### config.mk
export PLATFORM = sky130hd
export DESIGN_NAME = instr_fetch_unit
export DESIGN_NICKNAME = d
export VERILOG_FILES = /design/src/rtl/proc16_pkg.sv /design/src/rtl/fetch_skid_buf.sv /design/src/rtl/instr_fetch_unit.sv
export SDC_FILE = /design/constraint.sdc
export NUM_CORES = 1
export LEC_CHECK = 0
export ABC_AREA = 1
export BUFFER_PORTS_ARGS = -buffer_cell sky130_fd_sc_hd__buf_2
export CAP_MARGIN = 40
export CORE_ASPECT_RATIO = 0.8
export CORE_MARGIN = 2
export CORE_UTILIZATION = 54
export CTS_CLUSTER_DIAMETER = 120
export CTS_CLUSTER_SIZE = 24
export DETAILED_ROUTE_END_ITERATION = 7
export HOLD_SLACK_MARGIN = 0.05
export PLACE_DENSITY = 0.81
export SLEW_MARGIN = 15
export SYNTH_ARGS = -nofsm -noshare
export SYNTH_HDL_FRONTEND = slang
export SYNTH_HIERARCHICAL = 1
export SYNTH_SLANG_ARGS = --single-unit
### constraint.sdc
create_clock -name clk -period 1.8 [get_ports clk]
set_clock_uncertainty 0.15 [all_clocks]
set_input_delay 0.36 -clock clk [delete_from_list [all_inputs] [get_ports clk]]
set_output_delay 0.36 -clock clk [all_outputs]
set_load 0.01 [all_outputs]
### src/rtl/proc16_pkg.sv
// Shared constants and fetch FSM state type for the 16-bit processor.
// Latency: none, declarations only.
// Backpressure: none. FETCH_HALT_EN adds the HALT fetch state.
package proc16_pkg;

    localparam int ADDR_W  = 8;
    localparam int INSTR_W = 16;

    localparam logic [3:0] OPC_JUMP = 4'b1001;
    localparam logic [3:0] OPC_HALT = 4'hF;

`ifdef FETCH_HALT_EN
    typedef enum logic [1:0] {
        RUN   = 2'd0,
        REDIR = 2'd1,
        HALT  = 2'd2
    } fetch_state_e;
`else
    typedef enum logic [1:0] {
        RUN   = 2'd0,
        REDIR = 2'd1
    } fetch_state_e;
`endif

endpackage

### src/rtl/fetch_skid_buf.sv
// One-entry holding buffer {word, pc, full} for a ROM word that returns while the IR is stalled.
// Latency: push/pop/flush take effect at the next rising edge.
// Backpressure: none of its own; the caller never pushes a second word into a full entry without popping.
module fetch_skid_buf
    import proc16_pkg::*;
#(
    parameter int AW = ADDR_W,
    parameter int IW = INSTR_W
) (
    input  logic          clk,
    input  logic          reset,
    input  logic          push_i,
    input  logic [IW-1:0] push_word_i,
    input  logic [AW-1:0] push_pc_i,
    input  logic          pop_i,
    input  logic          flush_i,
    output logic [IW-1:0] word_o,
    output logic [AW-1:0] pc_o,
    output logic          full_o
);

    logic [IW-1:0] word_q;
    logic [AW-1:0] pc_q;
    logic          full_q;
    logic          full_d;

    // Occupancy: flush wins, a push refills even while popping, a lone pop empties.
    always_comb begin
        full_d = full_q;
        if (flush_i) begin
            full_d = 1'b0;
        end else if (push_i) begin
            full_d = 1'b1;
        end else if (pop_i) begin
            full_d = 1'b0;
        end
    end

    // Entry storage; payload only moves on push.
    always_ff @(posedge clk) begin
        if (reset) begin
            full_q <= 1'b0;
            word_q <= '0;
            pc_q   <= '0;
        end else begin
            full_q <= full_d;
            if (push_i) begin
                word_q <= push_word_i;
                pc_q   <= push_pc_i;
            end
        end
    end

    assign word_o = word_q;
    assign pc_o   = pc_q;
    assign full_o = full_q;

endmodule

### src/rtl/instr_fetch_unit.sv
// Instruction fetch: owns the PC, drives the synchronous ROM, holds the IR; FETCH_HALT_EN enables halt-opcode stop.
// Latency: first IR valid 2 edges after reset release, then 1 instruction/cycle; redirect bubble is 2 cycles.
// Backpressure: ir_ready low holds the IR, stops issue and parks the single in-flight word in the skid buffer.
module instr_fetch_unit #(
    parameter int                ADDR_W   = proc16_pkg::ADDR_W,
    parameter int                INSTR_W  = proc16_pkg::INSTR_W,
    parameter logic [ADDR_W-1:0] RESET_PC = '0
) (
    input  logic               clk,
    input  logic               reset,
    output logic               imem_en,
    output logic [ADDR_W-1:0]  imem_addr,
    input  logic [INSTR_W-1:0] imem_rdata,
    output logic [INSTR_W-1:0] ir,
    output logic [ADDR_W-1:0]  ir_pc,
    output logic               ir_valid,
    input  logic               ir_ready,
    input  logic               jump_take,
    input  logic [ADDR_W-1:0]  jump_addr,
    output logic               halted
);

    import proc16_pkg::*;

    fetch_state_e       state_q, state_d;
    logic [ADDR_W-1:0]  pc_q, pc_d;
    logic [INSTR_W-1:0] ir_q, ir_d;
    logic [ADDR_W-1:0]  ir_pc_q, ir_pc_d;
    logic               ir_valid_q, ir_valid_d;
    // Tracks the word issued last cycle; cleared when a redirect or halt kills it.
    logic               inflight_q, inflight_d;
    logic [ADDR_W-1:0]  inflight_pc_q, inflight_pc_d;

    logic               accept, stall, redirect, halt_hit, issue;
    logic               arr_vld, ir_free, take_skid;
    logic               skid_push, skid_pop, skid_flush, skid_full;
    logic [INSTR_W-1:0] skid_word;
    logic [ADDR_W-1:0]  skid_pc;

    fetch_skid_buf #(
        .AW (ADDR_W),
        .IW (INSTR_W)
    ) u_skid (
        .clk         (clk),
        .reset       (reset),
        .push_i      (skid_push),
        .push_word_i (imem_rdata),
        .push_pc_i   (inflight_pc_q),
        .pop_i       (skid_pop),
        .flush_i     (skid_flush),
        .word_o      (skid_word),
        .pc_o        (skid_pc),
        .full_o      (skid_full)
    );

    // Next-state: handshake, issue, returning-word routing and FSM transitions.
    always_comb begin
        accept   = ir_valid_q & ir_ready;
        stall    = ir_valid_q & ~ir_ready;
        redirect = accept & jump_take;
`ifdef FETCH_HALT_EN
        halt_hit = accept & (ir_q[3:0] == OPC_HALT);
        issue    = ~reset & ~stall & (state_q != HALT);
`else
        halt_hit = 1'b0;
        issue    = ~reset & ~stall;
`endif
        state_d       = state_q;
        pc_d          = pc_q;
        ir_d          = ir_q;
        ir_pc_d       = ir_pc_q;
        ir_valid_d    = ir_valid_q;
        inflight_d    = issue;
        inflight_pc_d = pc_q;
        skid_push     = 1'b0;
        skid_pop      = 1'b0;
        skid_flush    = 1'b0;

        if (issue) begin
            pc_d = pc_q + ADDR_W'(1);
        end
        if (accept) begin
            ir_valid_d = 1'b0;
        end

        // Words only count in RUN; anything returning in REDIR belongs to the old path.
        arr_vld   = inflight_q & (state_q == RUN);
        ir_free   = accept | ~ir_valid_q;
        take_skid = skid_full & ir_free;

        if (take_skid) begin
            ir_d       = skid_word;
            ir_pc_d    = skid_pc;
            ir_valid_d = 1'b1;
            skid_pop   = 1'b1;
            skid_push  = arr_vld;
        end else if (arr_vld) begin
            if (ir_free) begin
                ir_d       = imem_rdata;
                ir_pc_d    = inflight_pc_q;
                ir_valid_d = 1'b1;
            end else begin
                skid_push = 1'b1;
            end
        end

        case (state_q)
            RUN: begin
                if (halt_hit) begin
`ifdef FETCH_HALT_EN
                    state_d    = HALT;
`endif
                    ir_valid_d = 1'b0;
                    skid_flush = 1'b1;
                    inflight_d = 1'b0;
                end else if (redirect) begin
                    state_d    = REDIR;
                    pc_d       = jump_addr;
                    ir_valid_d = 1'b0;
                    skid_flush = 1'b1;
                    inflight_d = 1'b0;
                end
            end
            REDIR: begin
                state_d = RUN;
            end
`ifdef FETCH_HALT_EN
            HALT: begin
                state_d = HALT;
            end
`endif
            default: begin
                state_d = RUN;
            end
        endcase
    end

    // State, PC and IR registers; reset discards any in-flight word.
    always_ff @(posedge clk) begin
        if (reset) begin
            state_q       <= RUN;
            pc_q          <= RESET_PC;
            ir_q          <= '0;
            ir_pc_q       <= '0;
            ir_valid_q    <= 1'b0;
            inflight_q    <= 1'b0;
            inflight_pc_q <= '0;
        end else begin
            state_q       <= state_d;
            pc_q          <= pc_d;
            ir_q          <= ir_d;
            ir_pc_q       <= ir_pc_d;
            ir_valid_q    <= ir_valid_d;
            inflight_q    <= inflight_d;
            inflight_pc_q <= inflight_pc_d;
        end
    end

    assign imem_en   = issue;
    assign imem_addr = pc_q;
    assign ir        = ir_q;
    assign ir_pc     = ir_pc_q;
    assign ir_valid  = ir_valid_q;
`ifdef FETCH_HALT_EN
    assign halted    = (state_q == HALT);
`else
    assign halted    = 1'b0;
`endif

endmodule
==> results.yml <==
sta:
  maxSlewHeadroom_pct: 53.1
  tightest_slew_ns: 0.702
  finalSetupViolations: 0
  layout_min_cycle_time_ns: 1.54
  fin_hold_ws_ns: 0.0725
  worst_slack_ns: 0.265
  rsz0062_at_grt: "false"
  hold_viol: 0
  final_max_slew_viol_count: 0
  max_freq_mhz: 651
  finalSetupTns_ns: 0
  min_period_over_period_pct: 85.3
drt:
  routed_wl_mm: 6.52
  drt-vias-per-instance: 5.02
  antenna_left: 0
  drc_errors: 0
  drtIter0Drc: 146
  dr.pass1.iters: 4
  routed-via-count: 2627
  wl_per_cell_um: 12.5
floorplanning:
  ioPinCount: 63
  chipHeight_um: 70.7
  core-area_mm2: 0.00541
  rows: 24
  start_util_pct: 55.5
  die_area_mm2: 0.00617
  die_x_um: 87.3
yosys:
  synth_edf_count: 0
  yosysWarnings: 6
  seq_area_frac_synth_pct: 45.4
  syn_inst: 392
  synth_area_mm2: 0.00300
  yosys_register_bits: 68
  syn_area_per_cell_um2: 7.65
  synth.net_count: 421
  synth_flop_cell: "dfxtp_1"
  synth.distinct_cells: 32
  ys_async_sr_fraction_pct: 0
cells_and_area:
  layout_common_cells: "nand2_1 (73), nor2_1 (72), dfxtp_1 (68), buf_2 (61), inv_1 (47)"
  insertedDiodeCount: 0
  syn2layout_area_growth_pct: 17.3
  layout-drive-gt1-share_pct: 25.5
  multi_input_area_mm2: 0.00126
  fill_cells: 464
  register_area_mm2: 0.00136
  nNetsFinal: 482
  fin_util_pct: 65.1
  final_common_cell: "nand2_1"
grt:
  grt_pass1_wl_mm: 10.8
  grtUsageMet3_pct: 7.82
  grt_max_degree: 49
  grt_most_used_layer: "met2"
  antenna_found_initial: 0
  grt_use_met2_pct: 36.7
  grt_pass1_vias: 2473
  gr-total-overflow: 0
  met1_usage_pct: 27.3
  track_usage_pct: 22.2
placed_design:
  io_buffers: 61
  place_ws_ns: 0.188
  place.gp.congestion: 0.852
  dpl.hpwl_mm: 4.34
clock_tree:
  cts_root_buffer: "clkbuf_8"
  numCtsBuffers: 9
  insertion_delay_ns: 0.34
  cts-htree-levels: 3
  cts_setup_buffers: 0
  clk_path_buf_depth: 2
  cts_tree: "yes"
  clkSinkCount: 68
  cts.clk_slew.worst_paths_ns: 0.07
power_and_ir_drop:
  power.total_uw: 3540
  ir_drop_mv: 0.462
  power_leakage_uw: 0.00176
  power_density_mw_per_mm2: 1010
run_status:
  status: "complete, no violations"
setup_path:
  end_kind: "primary output"
  worstPathMaxFanout: 5
  crit_required_ns: 1.29
  critPathLaunchType: "flop"
  worst_ep_arrival_time_ns: 1.03
  criticalPathCategory: "flop to primary output"
min_path:
  min_path_type: "input port to flop"
flow_run:
  maxCapViolations: 0
==> final cells by class <==
| cell class | instances | area share [%] |
|---|---|---|
| clock buffers | 9 | 3.52 |
| clock inverters | 7 | 2.60 |
| inverters | 53 | 5.73 |
| multi-input cells | 250 | 35.9 |
| flip-flops and latches | 68 | 38.7 |
| well taps | 65 | 2.31 |
| repair buffers | 71 | 11.2 |
==> layer usage <==
metal | vias up | share of wire (%)
met1 | 1167 | 45
li1 | 1367 | -
met2 | 85 | 47
met3 | 8 | 7.1
met5 | - | 0
met4 | 0 | 0.86
==> synthesized netlist by cell type (2+ instances only) <==
cell type,instances,area (µm²)
buf_6,7,78.8
nand3_1,10,50.1
o211ai_1,5,37.5
nand4_1,3,18.8
a31oi_1,2,12.5
clkbuf_1,2,7.51
nor2_1,72,270
o211ai_2,18,225
a21oi_1,29,145
nand2_2,2,12.5
a21oi_2,2,17.5
clkbuf_4,2,15.0
inv_2,4,15.0
inv_1,47,176
buf_2,4,20.0
nand2_1,73,274
clkbuf_2,2,10.0
dfxtp_1,68,1360
o21ai_0,27,135
==> flip-flops by register name (all words and copies together), names as in the netlist <==
register / count
u_skid/pc_o: 8
u_skid/word_o: 16
ir_valid: 1
ir_pc: 8
imem_addr: 8
inflight_pc_q: 8
inflight_q: 1
state_q: 1
ir: 16
u_skid/full_o: 1
==> per-stage QoR <==
step	area, µm²	std cells
5_1_grt	3520	523
6_report	3520	523
4_1_cts	3520	523
2_1_floorplan	3000	392
3_5_place_dp	3290	506
3_3_place_gp	3290	506
==> worst paths after layout <==
check          startpoint      endpoint  slack, ns  cells after the start
min reg2reg        ir[15]        ir[15]       0.32                      2
min          jump_addr[7]  imem_addr[7]       0.07                      3
max reg2reg      ir_valid         ir[8]       0.31                      6
max              ir_valid       imem_en       0.26                      2
==> worst max-delay path, cell delays in order (launching register included) <==
cell	delay, ns
dfxtp_1	0.37
a21oi_2	0.17
buf_2	0.15
==> logic make-up (layout without fill, tap and decap cells) <==
| kind of cell | count (synthesis) | in the layout | synth area share [%] |
|---|---|---|---|
| buf+inv | 74 | 140 | 12.6 |
| other cells | 1 | 1 | 0.125 |
| fa+ha+maj | 1 | 1 | 0.417 |
| simple gates | 163 | 163 | 21.6 |
| compound gates | 85 | 85 | 19.8 |
| flops | 68 | 68 | 45.4 |
==> report_power, final <==
part / internal, µW / switching (µW) / total [µW]
clock network: 774 / 571 / 1340
logic: 198 / 323 / 521
registers: 1610 / 67.0 / 1680
total: 2580 / 960 / 3540
==> what timing repair did <==
action	4_1_cts	5_1_grt
hold endpoints to repair	1	0
hold buffers	1	0
resized for setup	0	0
endpoints found under the setup margin	0	0
Power figures use the tool's default switching activity.
